### config.mk
export PLATFORM = sky130hd
export DESIGN_NAME = rr_lock_arb_flat
export DESIGN_NICKNAME = d
export VERILOG_FILES = /design/src/rtl/rr_lock_arb_if.sv /design/src/rtl/rr_lock_arb.sv /design/src/flat_wrapper.sv
export SDC_FILE = /design/constraint.sdc
export NUM_CORES = 1
export LEC_CHECK = 0
export CORE_UTILIZATION = 50
export DETAILED_ROUTE_END_ITERATION = 6
export PLACE_DENSITY_LB_ADDON = 0.12
export SLEW_MARGIN = 20
export SYNTH_ARGS = -nofsm -noshare
export SYNTH_HDL_FRONTEND = slang
export SYNTH_SLANG_ARGS = --single-unit
### constraint.sdc
create_clock -name clk -period 3 [get_ports clk]
set_input_delay 0.6 -clock clk [delete_from_list [all_inputs] [get_ports clk]]
set_output_delay 0.6 -clock clk [all_outputs]
set_load 0.01 [all_outputs]
### src/rtl/rr_lock_arb_if.sv
// Request/grant bundle between the requesters, the consumer and rr_lock_arb.
// The arbiter uses the master view; the sources/consumer side uses the slave view.
interface rr_lock_arb_if #(
    parameter int N = 4
);
    localparam int IW = (N > 1) ? $clog2(N) : 1;

    logic [N-1:0]  req;
    logic          lock;
    logic          accept;
    logic [N-1:0]  gnt;
    logic          gnt_valid;
    logic [IW-1:0] gnt_idx;
    logic          locked;

    modport master (
        input  req, lock, accept,
        output gnt, gnt_valid, gnt_idx, locked
    );

    modport slave (
        output req, lock, accept,
        input  gnt, gnt_valid, gnt_idx, locked
    );
endinterface

### src/rtl/rr_lock_arb.sv
// Round-robin arbiter with a transfer lock: zero-latency one-hot grant,
// pointer advances past each winner on an unlocked accepted beat.
module rr_lock_arb #(
    parameter int N = 4
) (
    input  logic           clk,
    input  logic           resetn,
    rr_lock_arb_if.master  bus
);
    localparam int IW = (N > 1) ? $clog2(N) : 1;

    logic [IW-1:0] ptr_q, ptr_d;
    logic [IW-1:0] owner_q, owner_d;
    logic          lk_q, lk_d;

    logic [N-1:0]  gnt;
    logic [IW-1:0] gnt_idx;
    logic          gnt_valid;
    logic [IW-1:0] scan_idx;
    logic          found;
    int            scan_pos;

    // While locked only the owner may be granted; otherwise the first
    // requester found scanning upward from ptr wins.
    always_comb begin
        gnt      = '0;
        found    = 1'b0;
        scan_pos = 0;
        scan_idx = '0;
        if (lk_q) begin
            if (bus.req[owner_q]) gnt[owner_q] = 1'b1;
        end else begin
            for (int k = 0; k < N; k++) begin
                scan_pos = int'(ptr_q) + k;
                if (scan_pos >= N) scan_pos = scan_pos - N;
                scan_idx = IW'(scan_pos);
                if (!found && bus.req[scan_idx]) begin
                    gnt[scan_idx] = 1'b1;
                    found         = 1'b1;
                end
            end
        end
    end

    always_comb begin
        gnt_idx = '0;
        for (int i = 0; i < N; i++) begin
            if (gnt[i]) gnt_idx = IW'(i);
        end
    end

    assign gnt_valid = |gnt;

    always_comb begin
        ptr_d   = ptr_q;
        owner_d = owner_q;
        lk_d    = lk_q;
        if (bus.accept && gnt_valid) begin
            if (bus.lock) begin
                lk_d    = 1'b1;
                owner_d = gnt_idx;
            end else begin
                lk_d  = 1'b0;
                ptr_d = (gnt_idx == IW'(N - 1)) ? '0 : gnt_idx + 1'b1;
            end
        end
    end

    always_ff @(posedge clk) begin
        if (!resetn) begin
            ptr_q   <= '0;
            owner_q <= '0;
            lk_q    <= 1'b0;
        end else begin
            ptr_q   <= ptr_d;
            owner_q <= owner_d;
            lk_q    <= lk_d;
        end
    end

    assign bus.gnt       = gnt;
    assign bus.gnt_valid = gnt_valid;
    assign bus.gnt_idx   = gnt_idx;
    assign bus.locked    = lk_q;

    a_ptr_range: assert property (@(posedge clk) disable iff (!resetn)
        (int'(ptr_q) < N) && (int'(owner_q) < N));

endmodule

### src/flat_wrapper.sv
// flat-port wrapper written by rule: the top's interface ports become plain ports
module rr_lock_arb_flat 
#(
    parameter int N = 4
)
  (clk, resetn, bus_req, bus_lock, bus_accept, bus_gnt, bus_gnt_valid, bus_gnt_idx, bus_locked);
  rr_lock_arb_if #(.N(N)) bus_i ();
  input  logic clk;
  input  logic resetn;
  input wire logic [$bits(bus_i.req)-1:0] bus_req;
  input wire logic [$bits(bus_i.lock)-1:0] bus_lock;
  input wire logic [$bits(bus_i.accept)-1:0] bus_accept;
  output wire logic [$bits(bus_i.gnt)-1:0] bus_gnt;
  output wire logic [$bits(bus_i.gnt_valid)-1:0] bus_gnt_valid;
  output wire logic [$bits(bus_i.gnt_idx)-1:0] bus_gnt_idx;
  output wire logic [$bits(bus_i.locked)-1:0] bus_locked;
  assign bus_i.req = bus_req;
  assign bus_i.lock = bus_lock;
  assign bus_i.accept = bus_accept;
  assign bus_gnt = bus_i.gnt;
  assign bus_gnt_valid = bus_i.gnt_valid;
  assign bus_gnt_idx = bus_i.gnt_idx;
  assign bus_locked = bus_i.locked;
  rr_lock_arb #(.N(N)) u_core (.clk(clk), .resetn(resetn), .bus(bus_i));
endmodule
==> flow_metrics.py <==
metrics = {
    "status": {
        "status": "finished with violations",
        "violations": "setup timing",
    },
    "timing": {
        "max_slew_margin": 0.651,
        "finClkSkew_ns": 0.00634,
        "rsz0062_at_grt": "yes",
        "hold_viol_final": 0,
        "setup_viol": 1,
        "layout_setup_ws_ns": -0.00273,
        "min_period_ns": 3.00,
        "worst_pin_slew_ns": 0.511,
        "fmax_mhz": 333,
        "tns_ns": -0.00273,
        "fin_crit_sh": 1.00,
        "drv_slew": 0,
    },
    "floorplanning": {
        "die_h_um": 42.4,
        "die_area_um2": 1800,
        "rows": 14,
        "die_x_um": 42.4,
        "start_util": 0.536,
        "ios": 16,
        "core_um2": 1520,
    },
    "setup_path": {
        "start_kind": "flop",
        "cp_data_arrival_time_ns": 2.40,
        "critPathTopFamily": "compound AO/OA/AOI/OAI gates",
        "reg2reg_slack_ns": 0.16,
        "critPathBufInv": 3,
        "cp-end-kind": "output pin",
        "crit_path_cell_trace": "inv_2 > ha_4 > mux4_2 > nor4b_4 > buf_4 > nand2_2 > a32o_2 > o21ai_1 > buf_2",
        "slowest_stage": "mux4_2",
        "worstSetupPathType": "flop to output pin",
        "worstPathRequired_ns": 2.40,
        "critPathMaxFanout": 5,
        "max_stage_delay_ns": 0.38,
    },
    "clocking": {
        "cts_buffer_depth": 2,
        "cts_root_buf": "clkbuf_4",
        "cts_buffers": 3,
        "clk_pin_slew_ns": 0.05,
        "cts_hold_buf": 0,
        "cts.htree.levels": 1,
        "cts_tree": "done",
        "insertion_delay_ns": 0.24,
        "cts_num_sinks": 5,
    },
    "synthesis": {
        "yosys_warnings": 0,
        "ys_ff_latch": 5,
        "netlist_area_um2": 817,
        "ys_types": 32,
        "ys_seq_area_frac": 0.123,
        "synth_fp_nets": 108,
        "post_synth.cell_area_avg_um2": 8.69,
        "syn_inst": 94,
    },
    "power": {
        "leakagePower_nw": 0.506,
        "irDropWorstVdd_uv": 694,
        "power.density_nw_per_um2": 1010,
    },
    "routing": {
        "viasPerCell": 6.41,
        "drc": 0,
        "detail_route.wl_per_cell_um": 17.0,
        "ant_nets": 0,
        "route.vias.total": 981,
        "drt_iter0_drc": 52,
        "drt-pass1-iter-count": 4,
        "totalWireLength_um": 2600,
    },
    "place": {
        "post-place-ws_ns": -0.641,
        "gp_congestion": 0.893,
        "dp_hpwl_um": 1880,
        "portBuffers": 15,
    },
    "finish": {
        "antenna-diode-count": 0,
        "area_growth_pct": 45.9,
        "drive_gt1_frac": 0.474,
        "nFillCells": 104,
        "layout.nets": 152,
    },
    "worst_hold_path": {
        "hold_path.class": "flop to flop",
    },
    "grt": {
        "grt_pass1_vias": 975,
        "grt_pass1_wl_um": 4160,
        "grt_overflow_total": 0,
        "antenna_found_initial": 0,
        "grt.total_usage": 0.303,
        "grt_max_degree": 19,
    },
    "flow_run": {
        "maxCapViolations": 0,
    },
}
[registers in the layout, indices dropped and copies added (netlist names)]
name / cells
u_core.bus.locked: 1
u_core.ptr_q: 2
u_core.owner_q: 2
[synth_stat cells, drive strengths merged]
cell / number / area [um^2]
o22ai: 5 / 31.3
a221oi: 5 / 56.3
o41a: 1 / 11.3
nand2b: 5 / 31.3
o211a: 1 / 10.0
nand4b: 2 / 17.5
buf: 2 / 18.8
nand2: 20 / 75.1
mux2i: 6 / 60.1
or4bb: 1 / 11.3
a41oi: 1 / 8.76
o21ai: 6 / 30.0
a41o: 1 / 21.3
o21bai: 1 / 7.51
clkbuf: 2 / 7.51
a32o: 4 / 43.8
mux4: 4 / 90.1
mux2: 1 / 11.3
dfxtp: 5 / 100
ha: 6 / 75.1
nor4b: 1 / 23.8
nand4: 2 / 12.5
nor2: 1 / 3.75
inv: 8 / 30.0
o211ai: 1 / 7.51
a2111oi: 1 / 8.76
nor3b: 1 / 12.5
[per-layer routing]
metal / vias to the layer above / global-route usage / share of wire
li1: 450 / - / -
met1: 465 / 0.319 / 0.37
met2: 53 / 0.569 / 0.53
met3: 13 / 0.0345 / 0.053
met4: 0 / 0.169 / 0.046
met5: - / 0 / 0
[worst min-delay path: stages, from the launching register on]
cell and delay, ns:
dfxtp_1 0.34, inv_1 0.08, a221oi_2 0.05
[worst paths after layout]
check / startpoint / depth (start not counted) / endpoint
min reg2reg: u_core.owner_q[0] / 2 / u_core.owner_q[0]
max reg2reg: u_core.ptr_q[1] / 10 / u_core.ptr_q[1]
max: u_core.ptr_q[1] / 9 / bus_gnt_idx[0]
min: u_core.owner_q[0] / 2 / u_core.owner_q[0]
[through the flow]
step | cell area [um^2] | power (W) | instances | hold slack [ns] | util
6_report | 1190 | 0.00120 | 153 | 0.521 | 0.782
5_1_grt | 1190 | 0.00127 | 153 | 0.553 | 0.782
4_1_cts | 1190 | 0.00116 | 153 | 0.516 | 0.780
3_5_place_dp | 1140 | 0.00108 | 145 | 0.508 | 0.749
3_3_place_gp | 1140 | 0.00105 | 145 | 0.506 | 0.749
2_1_floorplan | 817 | 0.000643 | 94 | 0.468 | -
[cells by family (layout without fill, tap and decap cells)]
group / count (synthesis) / count (layout) / share of synthesized area
muxes: 11 / 11 / 0.198
adders and majority gates: 6 / 6 / 0.0919
AOI/OAI and AO/OA: 27 / 27 / 0.289
and+or+nand+nor: 33 / 33 / 0.230
DFF: 5 / 5 / 0.123
buffers and inverters: 12 / 55 / 0.0689
[timing repair]
action	CTS	global route
setup endpoints to repair	8	5
gates resized for setup	49	7
buffers inserted	4	0
pin swaps	5	5
[placed cells by master (no fill, tap or decap), types with 3 or more instances in the layout]
master	synthesis	routed
mux2i_1	6	6
inv_2	3	6
clkbuf_4	0	3
dfxtp_1	5	3
a221oi_1	3	3
mux4_2	4	4
buf_4	1	26
o21ai_0	5	5
a32o_2	3	4
ha_1	6	5
nand2_1	20	19
o22ai_1	5	5
nand2b_1	5	5
clkdlybuf4s50_1	0	4
buf_2	0	8
buf_6	1	4
[layout make-up]
cell class	count	area (um^2)	area share
clock buffer	4	26.3	0.0220
tap	16	20.0	0.0168
timing repair buffer	43	330	0.277
inverter	8	30.0	0.0252
multi-input combinational	77	683	0.573
sequential	5	103	0.0860
[report_power, final]
part / switching (W) / internal [W]
sequential: 0.0000244 / 0.0000897
clock: 0.0000264 / 0.0000502
combinational: 0.000488 / 0.000526
Power figures use the tool's default switching activity.
